`src/rtl/aibio_dll_pkg.sv`:
```
// Shared definitions for the RX DLL delay-code controller:
// controller state codes, step-direction type and code limits.
package aibio_dll_pkg;

    localparam logic [1:0] ST_IDLE   = 2'd0;
    localparam logic [1:0] ST_LOAD   = 2'd1;
    localparam logic [1:0] ST_TRACK  = 2'd2;
    localparam logic [1:0] ST_LOCKED = 2'd3;

    typedef enum logic [1:0] {
        DIR_NONE = 2'd0,
        DIR_UP   = 2'd1,
        DIR_DN   = 2'd2
    } step_dir_t;

    localparam logic [3:0] CODE_MAX = 4'd15;
    localparam logic [3:0] CODE_MIN = 4'd0;

endpackage

```
`src/rtl/aibio_dll_vote_filter.sv`:
```
// Signed phase-detector vote integrator. A vote that brings the
// accumulator to +/-FILT_TH produces a combinational one-cycle step
// request and clears the accumulator on the same clock edge.
module aibio_dll_vote_filter #(
    parameter int FILT_TH = 4
) (
    input  logic clk,
    input  logic rst_n,
    input  logic en,
    input  logic clr,
    input  logic vld,
    input  logic up,
    input  logic dn,
    output logic step_up,
    output logic step_dn
);

    localparam logic signed [4:0] ACC_HI = 5'(FILT_TH - 1);
    localparam logic signed [4:0] ACC_LO = 5'(1 - FILT_TH);

    logic signed [4:0] acc;
    logic              vote_up;
    logic              vote_dn;

    // Decode a single-direction vote and detect the decisive one
    always_comb begin
        vote_up = vld & up & ~dn;
        vote_dn = vld & dn & ~up;
        step_up = en & vote_up & (acc == ACC_HI);
        step_dn = en & vote_dn & (acc == ACC_LO);
    end

    // Integrate votes; clear on a step or when the filter is disabled
    always_ff @(posedge clk or negedge rst_n) begin
        if (!rst_n) begin
            acc <= '0;
        end else if (clr || step_up || step_dn) begin
            acc <= '0;
        end else if (en && vote_up) begin
            acc <= acc + 5'sd1;
        end else if (en && vote_dn) begin
            acc <= acc - 5'sd1;
        end
    end

endmodule

```
`src/rtl/aibio_dll_code_ctrl.sv`:
```
// RX DLL delay-code controller: integrates phase-detector votes, steps a
// saturating delay code and declares lock after enough alternating steps.
// Optional code override ports are added when AIBIO_DLL_CODE_OVRD_EN is defined.
module aibio_dll_code_ctrl
    import aibio_dll_pkg::*;
#(
    parameter int CODE_W   = 4,
    parameter int FILT_TH  = 4,
    parameter int LOCK_CNT = 8
) (
    input  logic              i_clk,
    input  logic              i_rstb,
    input  logic              vddcq,
    input  logic              vss,
    input  logic              i_en,
    input  logic [CODE_W-1:0] i_code_init,
    input  logic              i_pd_vld,
    input  logic              i_pd_up,
    input  logic              i_pd_dn,
`ifdef AIBIO_DLL_CODE_OVRD_EN
    input  logic              i_ovrd_en,
    input  logic [CODE_W-1:0] i_ovrd_code,
`endif
    output logic [CODE_W-1:0] o_code,
    output logic              o_code_vld,
    output logic              o_lock,
    output logic              o_sat_hi,
    output logic              o_sat_lo
);

    localparam logic [3:0] LOCK_TGT = 4'(LOCK_CNT);

    logic [1:0]        state;
    logic [CODE_W-1:0] code;
    logic              sat_hi;
    logic              sat_lo;
    logic [3:0]        lock_cnt;
    step_dir_t         last_dir;

    logic              ovrd;
    logic              tracking;
    logic              active;
    logic              step_up;
    logic              step_dn;
    step_dir_t         dir;
    logic              sat_step;
    logic              alternate;
    logic [3:0]        cnt_inc;
    logic [3:0]        cnt_next;
    logic              unused_supply;

    assign unused_supply = vddcq ^ vss;

`ifdef AIBIO_DLL_CODE_OVRD_EN
    assign ovrd = i_ovrd_en;
`else
    assign ovrd = 1'b0;
`endif

    assign tracking = (state == ST_TRACK) || (state == ST_LOCKED);
    assign active   = tracking & i_en & ~ovrd;

    aibio_dll_vote_filter #(
        .FILT_TH (FILT_TH)
    ) u_filter (
        .clk     (i_clk),
        .rst_n   (i_rstb),
        .en      (active),
        .clr     (~active),
        .vld     (i_pd_vld),
        .up      (i_pd_up),
        .dn      (i_pd_dn),
        .step_up (step_up),
        .step_dn (step_dn)
    );

    // Classify the pending step: saturating or not, alternating or repeated
    always_comb begin
        dir       = step_up ? DIR_UP : DIR_DN;
        sat_step  = (step_up && (code == CODE_MAX)) || (step_dn && (code == CODE_MIN));
        alternate = (last_dir != DIR_NONE) && (dir != last_dir);
        cnt_inc   = (lock_cnt >= LOCK_TGT) ? LOCK_TGT : lock_cnt + 4'd1;
        cnt_next  = alternate ? cnt_inc : 4'd1;
    end

    // Controller state, code register, saturation flags and lock counter
    always_ff @(posedge i_clk or negedge i_rstb) begin
        if (!i_rstb) begin
            state    <= ST_IDLE;
            code     <= '0;
            sat_hi   <= 1'b0;
            sat_lo   <= 1'b0;
            lock_cnt <= 4'd0;
            last_dir <= DIR_NONE;
        end else if (ovrd) begin
`ifdef AIBIO_DLL_CODE_OVRD_EN
            code     <= i_ovrd_code;
`endif
            state    <= ST_IDLE;
        end else if (!i_en) begin
            state    <= ST_IDLE;
        end else begin
            case (state)
                ST_IDLE: begin
                    state <= ST_LOAD;
                end
                ST_LOAD: begin
                    code     <= i_code_init;
                    sat_hi   <= 1'b0;
                    sat_lo   <= 1'b0;
                    lock_cnt <= 4'd0;
                    last_dir <= DIR_NONE;
                    state    <= ST_TRACK;
                end
                default: begin
                    if (step_up || step_dn) begin
                        if (sat_step) begin
                            if (step_up) sat_hi <= 1'b1;
                            if (step_dn) sat_lo <= 1'b1;
                            lock_cnt <= 4'd0;
                            state    <= ST_TRACK;
                        end else begin
                            code     <= step_up ? code + CODE_W'(1) : code - CODE_W'(1);
                            last_dir <= dir;
                            lock_cnt <= cnt_next;
                            state    <= (cnt_next >= LOCK_TGT) ? ST_LOCKED : ST_TRACK;
                        end
                    end
                end
            endcase
        end
    end

    assign o_code     = code;
    assign o_code_vld = tracking;
    assign o_lock     = (state == ST_LOCKED);
    assign o_sat_hi   = sat_hi;
    assign o_sat_lo   = sat_lo;

endmodule

```
`config.mk`:
```
export PLATFORM = sky130hd
export DESIGN_NAME = aibio_dll_code_ctrl
export DESIGN_NICKNAME = d
export VERILOG_FILES = /design/src/rtl/aibio_dll_pkg.sv /design/src/rtl/aibio_dll_vote_filter.sv /design/src/rtl/aibio_dll_code_ctrl.sv
export SDC_FILE = /design/constraint.sdc
export NUM_CORES = 1
export LEC_CHECK = 0
export CAP_MARGIN = 20
export CORE_UTILIZATION = 31
export DETAILED_ROUTE_END_ITERATION = 16
export GPL_TIMING_DRIVEN = 1
export PLACE_DENSITY_LB_ADDON = 0.12
export SYNTH_ARGS = -nofsm -noshare
export SYNTH_HDL_FRONTEND = slang
export SYNTH_SLANG_ARGS = --single-unit
```
`constraint.sdc`:
```
create_clock -name i_clk -period 2.28 [get_ports i_clk]
set_clock_uncertainty 0.05 [all_clocks]
set_input_delay 0.456 -clock i_clk [delete_from_list [all_inputs] [get_ports i_clk]]
set_output_delay 0.456 -clock i_clk [all_outputs]
set_load 0.02 [all_outputs]
```
==> results of run 1 <==
[cell usage in the layout (no fill, tap or decap), types with 2 or more instances in the layout]
cell             instances
nor3_1                   3
xor2_1                   2
buf_4                   43
o311ai_0                 2
and2_1                   2
xnor2_1                  2
o21ai_0                  9
mux2i_1                  3
a21oi_1                  8
clkdlybuf4s50_1         13
nor4_1                   2
nor2_1                   8
nand2_1                 15
a22o_1                   3
ha_1                     6
nand2b_1                 3
dfrtp_1                 19
mux2_4                   2
o211ai_1                 2
a31oi_1                  3
inv_1                    5
a21o_1                   4
clkdlybuf4s15_1          3
clkbuf_8                 3
nand3_1                  4
nor2b_1                  3
[final cells by class]
| class | count | area share [%] |
|---|---|---|
| multi-input cells | 116 | 43.9 |
| repair buffers | 60 | 25.0 |
| flip-flops and latches | 19 | 24.2 |
| well taps | 50 | 3.18 |
| clock buffers | 4 | 2.29 |
| inverters | 6 | 1.40 |
[state kept, by name, summed over array words and instances (netlist names)]
signal / flops
u_filter.acc: 5
state: 2
o_sat_lo: 1
o_code: 4
lock_cnt: 4
last_dir: 2
o_sat_hi: 1
[final timing paths]
kind	start	end	slack [ps]	cells after the start
worst min-delay path	last_dir[0]$_DFFE_PN0P_	last_dir[0]$_DFFE_PN0P_	470	2
max in group asynchronous	i_rstb	u_filter.acc[2]$_DFFE_PN0P_	1480	2
min in group asynchronous	i_rstb	lock_cnt[3]$_DFFE_PN0P_	480	2
worst min register to register	last_dir[0]$_DFFE_PN0P_	last_dir[0]$_DFFE_PN0P_	470	2
worst max-delay path	u_filter.acc[3]$_DFFE_PN0P_	o_code[3]$_DFFE_PN0P_	50	9
worst max register to register	u_filter.acc[3]$_DFFE_PN0P_	o_code[3]$_DFFE_PN0P_	50	9
[critical path, cell delays in order (launching register included)]
cell and delay [ps]:
dfrtp_1 380, and3b_2 250, and4_4 240, inv_6 50, ha_4 200, a21o_1 160
a21oi_2 160, mux2_4 330, o31ai_4 220, o21ai_1 90
[cells in the mapped netlist (all sizes together), types with 2 or more instances]
master	number	area, um^2
o31ai	2	15.0
o21ai	10	50.1
clkbuf	4	15.0
nor3	3	15.0
o311ai	2	17.5
o211ai	2	15.0
a22o	3	26.3
xor2	2	17.5
inv	6	22.5
nor2	8	30.0
xnor2	2	17.5
nor4	2	12.5
and4	3	27.5
a31oi	3	18.8
nand2	16	60.1
a21oi	9	45.0
fa	2	40.0
dfrtp	19	475
a21o	4	30.0
nor2b	4	25.0
or4	2	18.8
and2	2	12.5
buf	4	32.5
mux2i	3	30.0
mux2	2	26.3
nand3	5	30.0
nand2b	3	18.8
ha	7	87.6
[per-layer routing]
layer,global-route usage [%],share of wire (%),routed length (um)
met1,25.8,48,1780
met2,29.9,48,1760
met3,3.50,3.6,133
met4,3.91,0.33,12
met5,0,0,0
[what timing repair did]
item | in CTS | in global routing
resized for setup | 10 | 6
endpoints found under the setup margin | 12 | 2
buffers inserted | 2 | 1
pin swaps | 4 | 3
[metrics by stage]
stage	setup TNS, ps	power [mW]
3_5_place_dp	-5490	1.07
2_1_floorplan	-63.4	0.811
3_3_place_gp	-5150	1.05
4_1_cts	0	1.35
6_report	0	1.35
5_1_grt	-3.01	1.44
[power groups by stage]
| stage | logic [mW] | clock network [mW] | registers (mW) |
|---|---|---|---|
| 2_1_floorplan | 0.306 | 0 | 0.505 |
| 3_3_place_gp | 0.593 | 0 | 0.462 |
| 3_5_place_dp | 0.602 | 0 | 0.464 |
| 4_1_cts | 0.633 | 0.255 | 0.458 |
| 5_1_grt | 0.701 | 0.269 | 0.472 |
| 6_report | 0.642 | 0.245 | 0.461 |
[logic make-up (layout without fill, tap and decap cells)]
logic type               Yosys count  after routing  share of synthesized area [%]
buffers and inverters             14             70                           5.17
multiplexers                       5              5                           4.15
adder cells (fa/ha/maj)            9              9                           9.42
AO/OA/AOI/OAI                     43             43                           21.3
XOR/XNOR                           4              4                           2.59
flip-flops                        19             19                           35.1
AND/OR/NAND/NOR                   55             55                           22.3
==> results_dict.tcl, run 1 <==
set metrics [dict create \
    num_rows 23 \
    cts_made_buffers 3 \
    p_switching_uw 490 \
    root_buffer "clkbuf_8" \
    clk_pin_slew_ps 70 \
    n_antenna_cell 0 \
    wire_per_inst_um 14.5 \
    maxSlewHeadroom_pct 67.7 \
    cp_data_arrival_time_ps 2330 \
    syn_area_um2 1360 \
    yosys_warnings 0 \
    synth_cell_types 48 \
    fin_crit_sh_pct 97.9 \
    slew_violations 0 \
    setup_viol 0 \
    whs_ps 475 \
    fin_crit_ps 2230 \
    dr.pass1.iters 4 \
    setup_ws_ps 47.6 \
    drive_above_1_share_pct 29.8 \
    ant_nets 0 \
    fmax_mhz 448 \
    syn_nets 170 \
    die_x_um 68.1 \
    clock_path_buffers 2 \
    drt_iter0_drc 97 \
    hpwlAfterDp_mm 2.84 \
    cts_tree "built" \
    status "completed" \
    portBuffers 17 \
    syn2layout_area_growth_pct 45.1 \
    vdd_drop_max_mv 0.454 \
    syn_inst 149 \
    grt_pass1_wl_mm 6.44 \
    async_flop_share_pct 100 \
    worstMarginPinSlew_ps 471 \
    ios 20 \
    seq_power_share_pct 34.2 \
    h-tree-depth 1 \
    ys_seq_elements 19 \
    hold_viol_final 0 \
    hold_class "reg2reg" \
    grt_pass1_vias 1366 \
    switching_share_pct 36.4 \
    antenna_found_initial 0 \
    dp_worst_setup_slack_ps -648 \
    post-route-drc-count 0 \
    grt_start_max_net_pins 20 \
    placed_cells_incl_taps 248 \
    maxCapViolCount 0 \
    cts_hold_buf 0 \
    grt_usage_pct 18.7 \
    p_leak_nw 0.864 \
    gp_congestion 0.802 \
    worstSkewPairLatency_ps 260 \
    start_util_pct 33.2 \
    synthFlopType "dfrtp_1" \
    critPathKind "reg2reg" \
    p_comb_share_pct 47.7 \
    p_clk_share_pct 18.2 \
    cts.sinks 19 \
    synth_edf_count 0 \
    finalNonFillerCells 255 \
    via_per_inst 5.28 \
    layout.area.seq_um2 475 \
    ys_seq_area_share_pct 35.1 \
    fin_nets 227 \
    powerDensity_nw_per_um2 686 \
    core_area_um2 4090 \
    crit_fanout 4 \
    intPower_uw 858 \
    die_area_um2 4640 \
    placed_area_um2 1870 \
    post-route-util_pct 48.1 \
    grt_overflow 0 \
    drt_wl_total_mm 3.69 \
    crit_required_ps 2370 \
    die_h_um 68.1 \
    multi_input_area_um2 863 \
    crit_path_end_kind "register" \
    startpoint_type "register" \
    design_area_um2 1970 \
    vias 1346 \
    avgSynthCellArea_um2 9.09 \
    fillCellCount 421 \
]
No activity file was read; power rests on OpenSTA's default activity.
==> run 2, diff against run 1 <==
--- a/config.mk
+++ b/config.mk
@@ -7,6 +7,7 @@
 export LEC_CHECK = 0
 export CAP_MARGIN = 20
 export CORE_UTILIZATION = 31
+export CTS_CLUSTER_SIZE = 20
 export DETAILED_ROUTE_END_ITERATION = 16
 export GPL_TIMING_DRIVEN = 1
 export PLACE_DENSITY_LB_ADDON = 0.12
==> results of run 2 <==
The final DEF is identical to that of run 1; final timing and power are the same.
